$ cat src/rtl/mips_pkg.sv
// Shared MIPS fetch-path types: branch kind encoding, fetch FSM states and reset PC.
package mips_pkg;

  typedef enum logic [1:0] {
    BR_COND = 2'b00,
    BR_JUMP = 2'b01,
    BR_JREG = 2'b10,
    BR_RSVD = 2'b11
  } br_kind_t;

  typedef enum logic [1:0] {
    F_EMPTY = 2'd0,
    F_WAIT  = 2'd1,
    F_FULL  = 2'd2
  } fetch_state_t;

  localparam logic [31:0] RESET_PC_DEFAULT = 32'h0000_3000;

  // Word-aligned, sign-extended conditional-branch displacement.
  function automatic logic signed [31:0] br_offset(input logic [15:0] imm16);
    return {{14{imm16[15]}}, imm16, 2'b00};
  endfunction

endpackage

$ cat src/rtl/br_target_gen.sv
// Combinational redirect decision and target address for the branch/jump sitting in ID.
module br_target_gen
  import mips_pkg::*;
(
  input  logic        br_valid_i,
  input  br_kind_t    br_kind_i,
  input  logic        cmp_result_i,
  input  logic        ready_i,
  input  logic [31:0] pc_i,
  input  logic [15:0] imm16_i,
  input  logic [25:0] index26_i,
  input  logic [31:0] rs_data_i,
  output logic        taken_o,
  output logic [31:0] target_o
);

  logic signed [31:0] br_off;
  logic        [31:0] pc_plus4;
  logic               kind_taken;

  always_comb begin
    br_off     = br_offset(imm16_i);
    pc_plus4   = pc_i + 32'd4;
    kind_taken = 1'b0;
    target_o   = pc_plus4;
    case (br_kind_i)
      BR_COND: begin
        kind_taken = cmp_result_i;
        target_o   = pc_plus4 + $unsigned(br_off);
      end
      BR_JUMP: begin
        kind_taken = 1'b1;
        target_o   = {pc_i[31:28], index26_i, 2'b00};
      end
      BR_JREG: begin
        kind_taken = 1'b1;
        target_o   = rs_data_i;
      end
      default: kind_taken = 1'b0;
    endcase
    // A stalled ID stage has not really accepted the branch yet.
    taken_o = kind_taken & br_valid_i & ready_i;
  end

endmodule

$ cat src/rtl/fetch_pc_ctrl.sv
// IF-stage PC controller: one-entry fetch buffer over a req/ack instruction memory,
// with branch redirects that always let the single in-flight delay slot complete.
module fetch_pc_ctrl
  import mips_pkg::*;
#(
  parameter logic [31:0] RESET_PC = RESET_PC_DEFAULT
) (
  input  logic        clk,
  input  logic        reset,
  input  logic        id_br_valid,
  input  logic [1:0]  id_br_kind,
  input  logic        cmp_result,
  input  logic [31:0] id_pc,
  input  logic [15:0] id_imm16,
  input  logic [25:0] id_index26,
  input  logic [31:0] id_rs_data,
  input  logic        id_ready,
  output logic        imem_req,
  output logic [31:0] imem_addr,
  input  logic        imem_ack,
  input  logic [31:0] imem_rdata,
  output logic        if_valid,
  output logic [31:0] if_pc,
  output logic [31:0] if_instr,
  output logic        redirect
);

  fetch_state_t state_q, state_d;
  logic [31:0]  pc_q, pc_d;
  logic [31:0]  req_addr_q, req_addr_d;
  logic [31:0]  if_pc_q, if_pc_d;
  logic [31:0]  if_instr_q, if_instr_d;
  logic         pend_valid_q, pend_valid_d;
  logic [31:0]  pend_target_q, pend_target_d;
  logic         redirect_q;

  logic         taken;
  logic [31:0]  target;
  logic         issue;
  logic         in_wait;
  logic         ack_acc;
  logic [31:0]  fetch_addr;
  logic [31:0]  cur_addr;

  br_target_gen u_br_target_gen (
    .br_valid_i   (id_br_valid),
    .br_kind_i    (br_kind_t'(id_br_kind)),
    .cmp_result_i (cmp_result),
    .ready_i      (id_ready),
    .pc_i         (id_pc),
    .imm16_i      (id_imm16),
    .index26_i    (id_index26),
    .rs_data_i    (id_rs_data),
    .taken_o      (taken),
    .target_o     (target)
  );

  always_ff @(posedge clk or negedge reset) begin
    if (!reset) begin
      state_q       <= F_EMPTY;
      pc_q          <= RESET_PC;
      req_addr_q    <= '0;
      if_pc_q       <= '0;
      if_instr_q    <= '0;
      pend_valid_q  <= 1'b0;
      pend_target_q <= '0;
      redirect_q    <= 1'b0;
    end else begin
      state_q       <= state_d;
      pc_q          <= pc_d;
      req_addr_q    <= req_addr_d;
      if_pc_q       <= if_pc_d;
      if_instr_q    <= if_instr_d;
      pend_valid_q  <= pend_valid_d;
      pend_target_q <= pend_target_d;
      redirect_q    <= taken;
    end
  end

  // A consumed FULL buffer issues exactly like EMPTY, so streaming has no bubble.
  always_comb begin
    in_wait    = (state_q == F_WAIT);
    issue      = (state_q == F_EMPTY) || ((state_q == F_FULL) && id_ready);
    fetch_addr = taken ? target : (pend_valid_q ? pend_target_q : pc_q);
    cur_addr   = issue ? fetch_addr : req_addr_q;
    ack_acc    = (issue || in_wait) && imem_ack;
  end

  always_comb begin
    state_d = state_q;
    case (state_q)
      F_EMPTY: state_d = ack_acc ? F_FULL : F_WAIT;
      F_WAIT:  if (ack_acc) state_d = F_FULL;
      F_FULL:  if (id_ready) state_d = ack_acc ? F_FULL : F_WAIT;
      default: state_d = F_EMPTY;
    endcase
  end

  always_comb begin
    pc_d          = pc_q;
    req_addr_d    = req_addr_q;
    if_pc_d       = if_pc_q;
    if_instr_d    = if_instr_q;
    pend_valid_d  = pend_valid_q;
    pend_target_d = pend_target_q;
    if (issue) begin
      req_addr_d   = fetch_addr;
      pend_valid_d = 1'b0;
    end
    if (ack_acc) begin
      if_pc_d      = cur_addr;
      if_instr_d   = imem_rdata;
      pend_valid_d = 1'b0;
      // In WAIT the returning word is the delay slot, so a redirect lands in pc;
      // on an issue cycle the redirect already steered the request itself.
      if (in_wait && taken)
        pc_d = target;
      else if (in_wait && pend_valid_q)
        pc_d = pend_target_q;
      else
        pc_d = cur_addr + 32'd4;
    end else if (in_wait) begin
      if (taken) begin
        pend_valid_d  = 1'b1;
        pend_target_d = target;
      end
    end else if (taken) begin
      pc_d = target;
    end
  end

  always_comb begin
    imem_req  = reset && (issue || in_wait);
    imem_addr = cur_addr;
    if_valid  = (state_q == F_FULL);
    if_pc     = if_pc_q;
    if_instr  = if_instr_q;
    redirect  = redirect_q;
  end

endmodule

$ cat config.mk
export PLATFORM = sky130hd
export DESIGN_NAME = fetch_pc_ctrl
export DESIGN_NICKNAME = d
export VERILOG_FILES = /design/src/rtl/mips_pkg.sv /design/src/rtl/br_target_gen.sv /design/src/rtl/fetch_pc_ctrl.sv
export SDC_FILE = /design/constraint.sdc
export NUM_CORES = 1
export LEC_CHECK = 0
export ABC_AREA = 1
export CORE_ASPECT_RATIO = 2
export CORE_MARGIN = 2
export CORE_UTILIZATION = 55
export CTS_CLUSTER_SIZE = 25
export DETAILED_ROUTE_END_ITERATION = 7
export PLACE_DENSITY_LB_ADDON = 0.08
export SLEW_MARGIN = 20
export SYNTH_ARGS = -nofsm -noshare
export SYNTH_HDL_FRONTEND = slang
export SYNTH_SLANG_ARGS = --single-unit
$ cat constraint.sdc
create_clock -name clk -period 7.25 [get_ports clk]
set_clock_uncertainty 0.1 [all_clocks]
set_input_delay 0.725 -clock clk [delete_from_list [all_inputs] [get_ports clk]]
set_output_delay 0.725 -clock clk [all_outputs]
set_load 0.02 [all_outputs]
==> impl_metrics.toml <==
[synthesis]
syn_area_um2 = 12200
synthArstFlopShare_pct = 100
synthDistinctLibCells = 47
synth-edff-count = 0
ys.flop_type = "dfrtp_1"
synth_area_leader_cell = "dfrtp_1"
synth_top_area_share_pct = 33.2
syn_nets = 2116
syn_avg_cell_area_um2 = 6.34
synth_area_leaders = "dfrtp_1, nand2_1, inv_1"
synth_seq_area_share_pct = 33.6
synthCells = 1930
yosys_warnings = 0
ys_ff_latch = 164

[pwr]
p_comb_share_pct = 47.4
seq_power_share_pct = 31.1
power_density_nw_per_um2 = 296
clock_power_share_pct = 21.4
swShare_pct = 41.4
power_switching_mw = 1.91
p_int_mw = 2.70
leakage_nw = 7.85
irDropWorstVdd_v = 0.000259

[global_route]
grt_pass1_vias = 13687
grt_max_degree = 62
grt.overflow.total = 0
grt_antenna_before_repair = 2
grtUsageTotal_pct = 40.2
grt_pass1_wl_mm = 71.3

[drt]
first_pass_iters = 5
via_per_inst = 5.69
remaining_drc_errors = 0
drt-initial-drc-count = 1035
wire_per_inst_um = 19.1
routed_wirelength_mm = 46.4
routed-via-count = 13867
ant_nets = 0

[floorplanning]
initial_utilization_pct = 55.7
die_h_um = 215
coreArea_um2 = 22000
ios = 245
dieArea_um2 = 23500
chipWidth_um = 109
rows = 77

[cells_and_area]
stdcell_area_um2 = 15500
final_layout_size_suffix_gt1_share_pct = 5.38
fin_nets = 2330
fin_util_pct = 70.8
syn_to_final_growth_pct = 27.1

[place]
routabilityCongestion = 1.04
io_buffer_count = 244
place_ws_ns = 0.708
placed_area_um2 = 14900
dpl.hpwl_mm = 35.5

[worst_setup_path]
worstPathRequired_ns = 6.42
timing.setup.critical_path_class = "in2out"
worstReg2RegStart = "state_q[1]"
endpoint = "imem_addr[30]"
reg2reg_slack_ns = 3.56
reg2reg_depth = 11
worstSetupEndpointType = "output pin"
r2r_end = "pc_q[3]"
startpoint = "id_pc[2]"
start_kind = "input pin"
arrival_ns = 5.99
cp_max_fo = 7

[sta]
min_period_ns = 6.81
tightest_slew_ns = 1.13
finalSetupTns_ns = 0
rsz0062_at_grt = "false"
fin_ws_ns = 0.440
setup_viol = 0
finalHoldViolations = 0
relSlewSlack_pct = 24.5
timing.final.crit_share_pct = 93.9
final_max_slew_viol_count = 0
fmaxAchievable_mhz = 147
whs_ns = 0.111

[min_path]
hold_class = "in2async"

[status]
outcome = "completed"

[clock_network]
clock_latency_ns = 0.44
post_cts_buffers = 0
cts.sinks = 164
root_buffer = "clkbuf_16"
cts_buffers = 17
clockBufferDepth = 2
h-tree-depth = 4
cts-resized-gates = 0
ctsHoldBuffers = 0
clk_pin_slew_worst_paths_ns = 0.07
cts_tree = "built"

[flow_run]
maxCapViolations = 0
[synth_stat cells, types with 2 or more instances]
master      n
or2_1       4
nand3_1    95
ha_1       39
o21a_1      2
o21ai_0   131
a21o_1      2
nand4_1    23
buf_1       6
xor2_1     16
nand2_2    15
nor3_1     10
nand3_2     6
nor2_4      7
a21oi_1    90
o221ai_1    2
dfrtp_1   162
clkinv_1    8
nand2_4     4
nor3_2      2
buf_4       2
a221oi_1   24
clkbuf_1   46
o21ai_1    19
xnor2_1     7
buf_2      14
inv_2       4
nor2_1     93
nand3b_1    8
nor2_2     14
o21bai_1    2
o211ai_1    5
dfstp_2     2
a31oi_1    11
nand2_1   819
o22ai_1     2
inv_1     223
[cells by family after synthesis]
group           after synthesis  synth area share, %
flops                       164                 33.6
compound gates              296                 13.5
simple gates               1103                 37.5
buf+inv                     304                 9.60
fa+ha+maj                    40                 4.15
xor+xnor                     23                 1.65
[worst min path at each step]
stage,end,slack [ns],cells past startpoint
6_report,if_pc[4],0.11,1
3_3_place_gp,if_instr[29],0.35,2
4_1_cts,if_pc[4],0.13,1
2_1_floorplan,if_instr[0],0.33,0
5_1_grt,if_instr[31],0.15,1
3_5_place_dp,if_instr[15],0.36,2
[per-layer routing]
| metal | global-route usage, % | routed length, µm |
|---|---|---|
| met1 | 39.1 | 14700 |
| met2 | 71.3 | 24100 |
| met3 | 6.04 | 2980 |
| met4 | 33.7 | 4720 |
| met5 | 0 | 0 |
[flip-flops by register name, summed over array words and instances (netlist names)]
| register | flops |
|---|---|
| state_q | 2 |
| redirect | 1 |
| if_instr | 32 |
| if_pc | 32 |
| pend_valid_q | 1 |
| pc_q | 32 |
| req_addr_q | 32 |
| pend_target_q | 32 |
[area by class of cell]
type | count | area (µm²)
antenna | 2 | 5.00
clock buffer | 21 | 470
clock inverter | 11 | 175
fill | 1906 | 6420
inverter | 235 | 882
multi-input combinational | 1462 | 6970
sequential | 164 | 4110
tap | 276 | 345
timing repair buffer | 264 | 2590
[critical path, stage by stage]
cell and delay [ns]:
clkdlybuf4s50_1 0.78, ha_1 0.28, nand3_1 0.20, nor2_2 0.19, nand4_1 0.09, nor2_1 0.43, nand2_1 0.30, o21bai_1 0.22
nand2_1 0.11, inv_1 0.07, ha_1 0.29, nand2_1 0.20, inv_1 0.06, nand2_1 0.06, nand2_1 0.09, inv_1 0.06
o21ai_0 0.07, a21oi_1 0.12, nand2_1 0.11, nor2_1 0.09, o21ai_0 0.09, nand2_1 0.16, nand2_1 0.07, a21oi_1 0.37
inv_1 0.17, clkdlybuf4s50_1 0.58
[cell usage in the layout (no fill, tap or decap), types with 4 or more instances in the layout]
master and n:
nor2_1 91, nor2_2 14, clkdlybuf4s50_1 243, inv_1 223
o211ai_1 5, bufinv_16 4, clkinvlp_4 5, clkinv_1 6
o21ai_1 19, xnor2_1 7, nor2_4 9, dfrtp_1 162
clkbuf_16 17, nand3_2 6, nor3_1 10, a21oi_1 89
inv_2 6, nand2_2 15, or2_1 4, a221oi_1 24
nand3b_1 8, nand2_1 819, xor2_1 16, a31oi_1 11
nand2_4 4, buf_4 20, nand4_1 23, nand3_1 95
o21ai_0 131, ha_1 38
[power by group through the flow]
stage | clock network (mW) | registers (mW) | logic [mW]
6_report | 0.987 | 1.43 | 2.19
5_1_grt | 1.03 | 1.46 | 2.38
4_1_cts | 0.991 | 1.43 | 2.17
3_5_place_dp | 0 | 1.44 | 2.14
3_3_place_gp | 0 | 1.42 | 2.10
2_1_floorplan | 0 | 1.58 | 1.09
[through the flow]
stage / std cells / total power, mW
final: 2435 / 4.61
after global routing: 2435 / 4.88
after CTS: 2433 / 4.59
after detailed placement: 2401 / 3.58
after global placement: 2401 / 3.52
after floorplan: 1930 / 2.67
Power figures use the tool's default switching activity.
